[src/rtl/serial_comparator5.sv]
// Bit-serial unsigned magnitude comparator, MSB first, valid/ready both sides.
// Optional early exit on first differing bit: SERIAL_COMPARATOR5_EARLY_EXIT_EN.
//
// Ports:
//   clk, reset          rising-edge clock, synchronous active-high reset
//   in_valid, in_ready  operand pair handshake (in_ready high only in IDLE)
//   a, b                WIDTH-bit unsigned operands
//   out_valid,out_ready result handshake
//   r                   2'b00 a==b, 2'b01 a>b, 2'b10 a<b
//   busy                high whenever not IDLE
module serial_comparator5 #(
  parameter int WIDTH = 5
) (
  input  logic             clk,
  input  logic             reset,
  input  logic             in_valid,
  output logic             in_ready,
  input  logic [WIDTH-1:0] a,
  input  logic [WIDTH-1:0] b,
  output logic             out_valid,
  input  logic             out_ready,
  output logic [1:0]       r,
  output logic             busy
);

  localparam int CW = $clog2(WIDTH);

  typedef enum logic [1:0] {
    IDLE,
    CMP,
    DONE
  } state_t;

  state_t           state;
  logic [WIDTH-1:0] sa;
  logic [WIDTH-1:0] sb;
  logic [CW-1:0]    cnt;
  logic             decided;
  logic [1:0]       res;

  logic             bit_a;
  logic             bit_b;
  logic             diff;
  logic             last;
  logic             hit;
  logic [1:0]       res_nxt;

  assign bit_a = sa[WIDTH-1];
  assign bit_b = sb[WIDTH-1];
  assign diff  = bit_a ^ bit_b;
  assign last  = (cnt == CW'(WIDTH - 1));

  // Only the first differing bit may set the result.
  always_comb begin
    res_nxt = res;
    if (!decided && diff) begin
      res_nxt = bit_a ? 2'b01 : 2'b10;
    end
  end

`ifdef SERIAL_COMPARATOR5_EARLY_EXIT_EN
  assign hit = last || (!decided && diff);
`else
  assign hit = last;
`endif

  assign in_ready = (state == IDLE);
  assign busy     = (state != IDLE);

  always_ff @(posedge clk) begin
    if (reset) begin
      state     <= IDLE;
      sa        <= '0;
      sb        <= '0;
      cnt       <= '0;
      decided   <= 1'b0;
      res       <= 2'b00;
      out_valid <= 1'b0;
      r         <= 2'b00;
    end else begin
      unique case (state)
        IDLE: begin
          if (in_valid) begin
            sa      <= a;
            sb      <= b;
            cnt     <= '0;
            decided <= 1'b0;
            res     <= 2'b00;
            state   <= CMP;
          end
        end
        CMP: begin
          sa  <= sa << 1;
          sb  <= sb << 1;
          res <= res_nxt;
          if (!last) begin
            cnt <= cnt + 1'b1;
          end
          if (diff) begin
            decided <= 1'b1;
          end
          if (hit) begin
            state     <= DONE;
            out_valid <= 1'b1;
            r         <= res_nxt;
          end
        end
        DONE: begin
          if (out_ready) begin
            state     <= IDLE;
            out_valid <= 1'b0;
            r         <= 2'b00;
          end
        end
        default: begin
          state <= IDLE;
        end
      endcase
    end
  end

endmodule

[config.mk]
export PLATFORM = sky130hd
export DESIGN_NAME = serial_comparator5
export DESIGN_NICKNAME = d
export VERILOG_FILES = /design/src/rtl/serial_comparator5.sv
export SDC_FILE = /design/constraint.sdc
export NUM_CORES = 1
export LEC_CHECK = 0
export CORE_MARGIN = 4
export CORE_UTILIZATION = 51
export DETAILED_ROUTE_END_ITERATION = 10
export PLACE_DENSITY = 0.75
export REMOVE_ABC_BUFFERS = 1
export SETUP_SLACK_MARGIN = 0.2
export SLEW_MARGIN = 20
export SYNTH_ARGS = -nofsm -noshare
export SYNTH_HDL_FRONTEND = slang
export SYNTH_SLANG_ARGS = --single-unit
[constraint.sdc]
create_clock -name clk -period 1.65 [get_ports clk]
set_input_delay 0.2475 -clock clk [delete_from_list [all_inputs] [get_ports clk]]
set_output_delay 0.2475 -clock clk [all_outputs]
set_load 0.02 [all_outputs]
# Yosys cells after proc, flatten, opt, wreduce, memory -nomap -nowiden
# Cells that the tools add are included.
dict set report totals {
  out_inout_bits 5
  register_bits 21
  word_cells 52
  in_bits 14
}
dict set report classes {
  eq_ne 8
  addsub 1
  mux 23
  n_bitwise 1
  reduce_logical 11
}
# operator count
set ops {}
lappend ops {{one-hot mux 5 bit (2 select lines)} 2}
lappend ops {{two-way mux 2 bit} 7}
lappend ops {{AND reduction 3 bit} 4}
lappend ops {{two-way mux 5 bit} 2}
lappend ops {{!= test 2 bit (second input constant)} 5}
lappend ops {{one-hot mux 2 bit (2 select lines)} 2}
lappend ops {{two-way mux 3 bit} 2}
lappend ops {{one-hot mux 2 bit (3 select lines)} 1}
lappend ops {{one-hot mux 3 bit (2 select lines)} 1}
lappend ops {{nonzero test 2 bit} 3}
lappend ops {{two-way mux 1 bit} 4}
lappend ops {{one-hot mux 1 bit (2 select lines)} 2}
lappend ops {{adder 3 x 1 -> 3 bit (second input constant)} 1}
lappend ops {{== test 3 bit (second input constant)} 1}
lappend ops {{== test 2 x 1 -> 1 bit (second input constant)} 1}
lappend ops {{== test 2 bit (second input constant)} 1}
lappend ops {{logical NOT 2 bit} 1}
lappend ops {{AND reduction 2 bit} 1}
lappend ops {{logical AND 1 bit} 1}
lappend ops {{logical NOT 1 bit} 1}
lappend ops {{XOR 1 bit} 1}

# Depth between registers and ports, before layout
dict set report depth {
  ltp_word 5
  mapped_depth 6
  mapped_depth_nobuf 6
}

# Worst setup path after synthesis
# No wires, ideal clock.
dict set report synth_timing {
  path_kind {reg-to-output}
  start {register state[1]}
  end {output busy}
  arrival_time_ns 1.007
  required_time_ns 1.402
  n_path_buf 1
  setup_slack_ns 0.396
  stages_incl_launch_ff 4
  cell_sequence {dfxtp_1 buf_6 nor2_1 inv_1}
}
dict set report synth_between {
  elab_chain_cells 1
}
# element line
set synth_rtl {}
lappend synth_rtl {{start, declared} 34} ;# state_t state;
lappend synth_rtl {{start signal, assigned} 72} ;# state <= IDLE;
lappend synth_rtl {{start signal, assigned} 89} ;# state <= CMP;
lappend synth_rtl {{start signal, assigned} 103} ;# state <= DONE;
lappend synth_rtl {{nonzero test 2 bit} 68} ;# assign busy = (state != IDLE);
lappend synth_rtl {{end, declared} 23} ;# output logic busy
# No other way between the ends.

# Final worst setup path
dict set report layout_timing {
  start {register cnt[0]}
  end {register r[1]}
}
dict set report layout_between {
  elab_chain_cells 3
}
# element line
set layout_rtl {}
lappend layout_rtl {{start, declared} 37} ;# logic [CW-1:0] cnt;
lappend layout_rtl {{start signal, assigned} 97} ;# cnt <= cnt + 1'b1;
lappend layout_rtl {{== test 3 bit} 51} ;# assign last = (cnt == CW'(WIDTH - 1));
lappend layout_rtl {{!= test 2 bit (no line)} -}
lappend layout_rtl {{AND reduction 3 bit (no line)} -}
lappend layout_rtl {{end signal, assigned} 105} ;# r <= res_nxt;
lappend layout_rtl {{end, declared} 22} ;# output logic [1:0] r,
# No other way between the ends.
# A chain may end at the register's enable or synchronous reset.

==> results.toml <==
[grt]
grt.total_usage_pct = 16.58
antenna_found_initial = 0
grt_overflow_total = 0
grtUsageMet3_pct = 2.452
grt_pass1_vias = 867
grt.met1_usage_pct = 21.39
grt_max_degree = 18
grt_first_pass_wirelength_um = 3574
grtUsageMet2_pct = 26.49
top_usage_layer = "met2"

[setup_path]
startpoint_type = "register"
reg2reg_setup_slack_ns = 0.32
critPathArrivalTime_ns = 1.57
crit_path_max_fanout = 5
path_cells = "inv_1 > ha_1 > nand4b_4 > or3_1 > a21oi_1"
required_ns = 1.88
path_class = "reg -> reg"
end_kind = "register"
critPathMaxStageDelay_ns = 0.36
slowest_stage = "or3_1"
r2r_cells = 5
worst_r2r_startpoint = "cnt[0]"
timing.rr.end = "r[1]"

[yosys]
synth_edf_count = 0
ys_async_sr_fraction_pct = 0
ys_seq_area_share_pct = 38.31
synthesis.area_um2 = 1097
synth.ff_latch_count = 21
netlist_instances = 123
synth_warnings = 0
synth_flop_cell = "dfxtp_1"
avgSynthCellArea_um2 = 8.921
synthDistinctLibCells = 36

[power]
powerDensity_nw_per_um2 = 776.7
power.leakage_nw = 0.5614
irDropWorstVdd_mv = 0.4747

[clock_network]
clockRootBuffer = "clkbuf_4"
cts_max_path_buffers = 2
insertion_delay_ns = 0.30
cts_htree_levels = 1
holdBufCountCts = 0
cts_made_buffers = 3
cts_tree = "yes"
path_clk_slew_ns = 0.10
cts.sinks = 21

[sta]
hold_viol_final = 0
finalCritPeriodShare_pct = 80.82
worst_pin_slew_ns = 0.2909
finalSetupViolCount = 0
rsz0062_at_grt = "no"
final_max_slew_viol_count = 0
period_minus_slack_ns = 1.334
finalSetupTns_ns = 0
hold_ws_ns = 0.4608
fmax_mhz = 749.8
finClkSkew_ns = 0.01145
slew_headroom_pct = 80.61

[place]
hpwlAfterDp_um = 1564
gp_routability_congestion = 0.7910
io_buffers = 18
dp_cells = 167

[route]
antenna_left = 0
dr.pass1.iters = 4
drt-total-wl_um = 2053
drt_iter0_markers = 16
post_drt_via_cell_ratio = 5.363
vias = 917
drt-wirelength-per-cell_um = 12.01
drc_errors = 0

[finish]
layout.nets = 161
fillCellCount = 169
instances_no_fill = 171
area_growth_pct = 20.41
final_util_pct = 66.00
drive_above_1_share_pct = 18.75
antenna_cells = 0

[floorplan]
pin_count = 19
rows = 16
initial_core_util_pct = 54.81
dieArea_um2 = 2958
die_x_um = 54.39
core_area_um2 = 2002
die_y_um = 54.39

[min_path]
hold_depth = 2
worstHoldEndpoint = "r[1]"
hold_class = "reg -> reg"
min_from = "r[1]"

[flow_run]
cap_violations = 0

[outcome]
status = "complete, no violations"
metrics by stage:
| step | area, um^2 | power (mW) | setup WS [ns] |
|---|---|---|---|
| after floorplan | 1040 | 0.7074 | 0.3029 |
| after global placement | 1299 | 0.7885 | 0.1391 |
| final | 1321 | 1.026 | 0.3164 |
| after CTS | 1319 | 1.034 | 0.2935 |
| after global routing | 1321 | 1.083 | 0.2027 |
| after detailed placement | 1299 | 0.7966 | 0.1125 |
per-layer routing:
metal / part of all wire, % / wire length [um] / up-vias
met5: 0 / 0 / -
met4: 1.8 / 36 / 0
met3: 3.1 / 63 / 4
met2: 49 / 999 / 18
met1: 46 / 952 / 424
li1: - / - / 471
cell usage in the layout, fill, tap and decap left out, types with 2 or more instances in the layout:
| cell type | instances |
|---|---|
| ha_1 | 2 |
| nand2_1 | 22 |
| a22oi_1 | 3 |
| inv_1 | 6 |
| nand2b_2 | 2 |
| a21oi_1 | 10 |
| nor2_1 | 17 |
| nand3_1 | 2 |
| clkbuf_4 | 3 |
| nor3_1 | 2 |
| dlygate4sd2_1 | 5 |
| buf_4 | 6 |
| o21ai_0 | 3 |
| dfxtp_1 | 21 |
| a311oi_2 | 8 |
| clkdlybuf4s50_1 | 13 |
worst max-delay path, delay by kind of cell (launching register included):
kind	cells	cell delay [ns]
compound gates	1	0.12
fa+ha+maj	1	0.24
buf+inv	1	0.06
flops	1	0.35
simple gates	2	0.50
registers in the layout, indices dropped and copies added, names as in the netlist:
| register | cells |
|---|---|
| r | 2 |
| res | 2 |
| state | 2 |
| out_valid | 1 |
| sa | 5 |
| cnt | 3 |
| sb | 5 |
| decided | 1 |
logic make-up after synthesis:
| kind of cell | count (synthesis) | share of synthesized area [%] |
|---|---|---|
| multiplexers | 1 | 0.9122 |
| flip-flops | 21 | 38.31 |
| adder cells (fa/ha/maj) | 2 | 2.280 |
| AND/OR/NAND/NOR | 55 | 27.14 |
| AO/OA/AOI/OAI | 30 | 23.26 |
| buffers and inverters | 13 | 7.297 |
| XOR/XNOR | 1 | 0.7983 |
layout make-up:
cell class	count	area [um^2]	share of cell area (%)
tap	27	33.78	2.557
inverter	6	22.52	1.705
clock buffer	4	26.28	1.989
timing repair buffer	24	219.0	16.57
sequential	21	420.4	31.82
multi-input combinational	89	599.3	45.36
worst max path at each step:
| stage | to | cells past startpoint | from | slack, ns |
|---|---|---|---|---|
| floorplan | sa[1] | 3 | state[1] | 0.30 |
| global placement | sa[0] | 5 | in_valid | 0.14 |
| finish | r[1] | 5 | cnt[0] | 0.32 |
| detailed placement | sb[0] | 5 | in_valid | 0.11 |
| global route | sa[2] | 5 | state[1] | 0.20 |
| CTS | busy | 3 | state[0] | 0.29 |
report_power, final:
part | internal (mW) | leakage [nW] | switching [mW]
Clock | 0.0941 | 0.0150 | 0.150
Sequential | 0.538 | 0.172 | 0.0257
Combinational | 0.102 | 0.374 | 0.116
Total | 0.734 | 0.561 | 0.292
cells in the mapped netlist, drive strengths merged (2+ instances only):
cell type  count  share of area [%]
inv            6                2.1
nand3          2               0.91
dfxtp         21                 38
a21oi         11                5.4
nand2         22                7.5
nand2b         2                1.4
nor3           2               0.91
clkbuf         3                1.1
nor2          20                9.2
ha             2                2.3
o21ai          3                1.4
a311oi         8                 11
a22oi          3                2.1
buf            4                4.1
timing repair:
item | 4_1_cts | 5_1_grt
gates resized for setup | 5 | 1
buffers inserted | 0 | 0
setup endpoints to repair | 5 | 2
(Power assumes the default switching activity.)
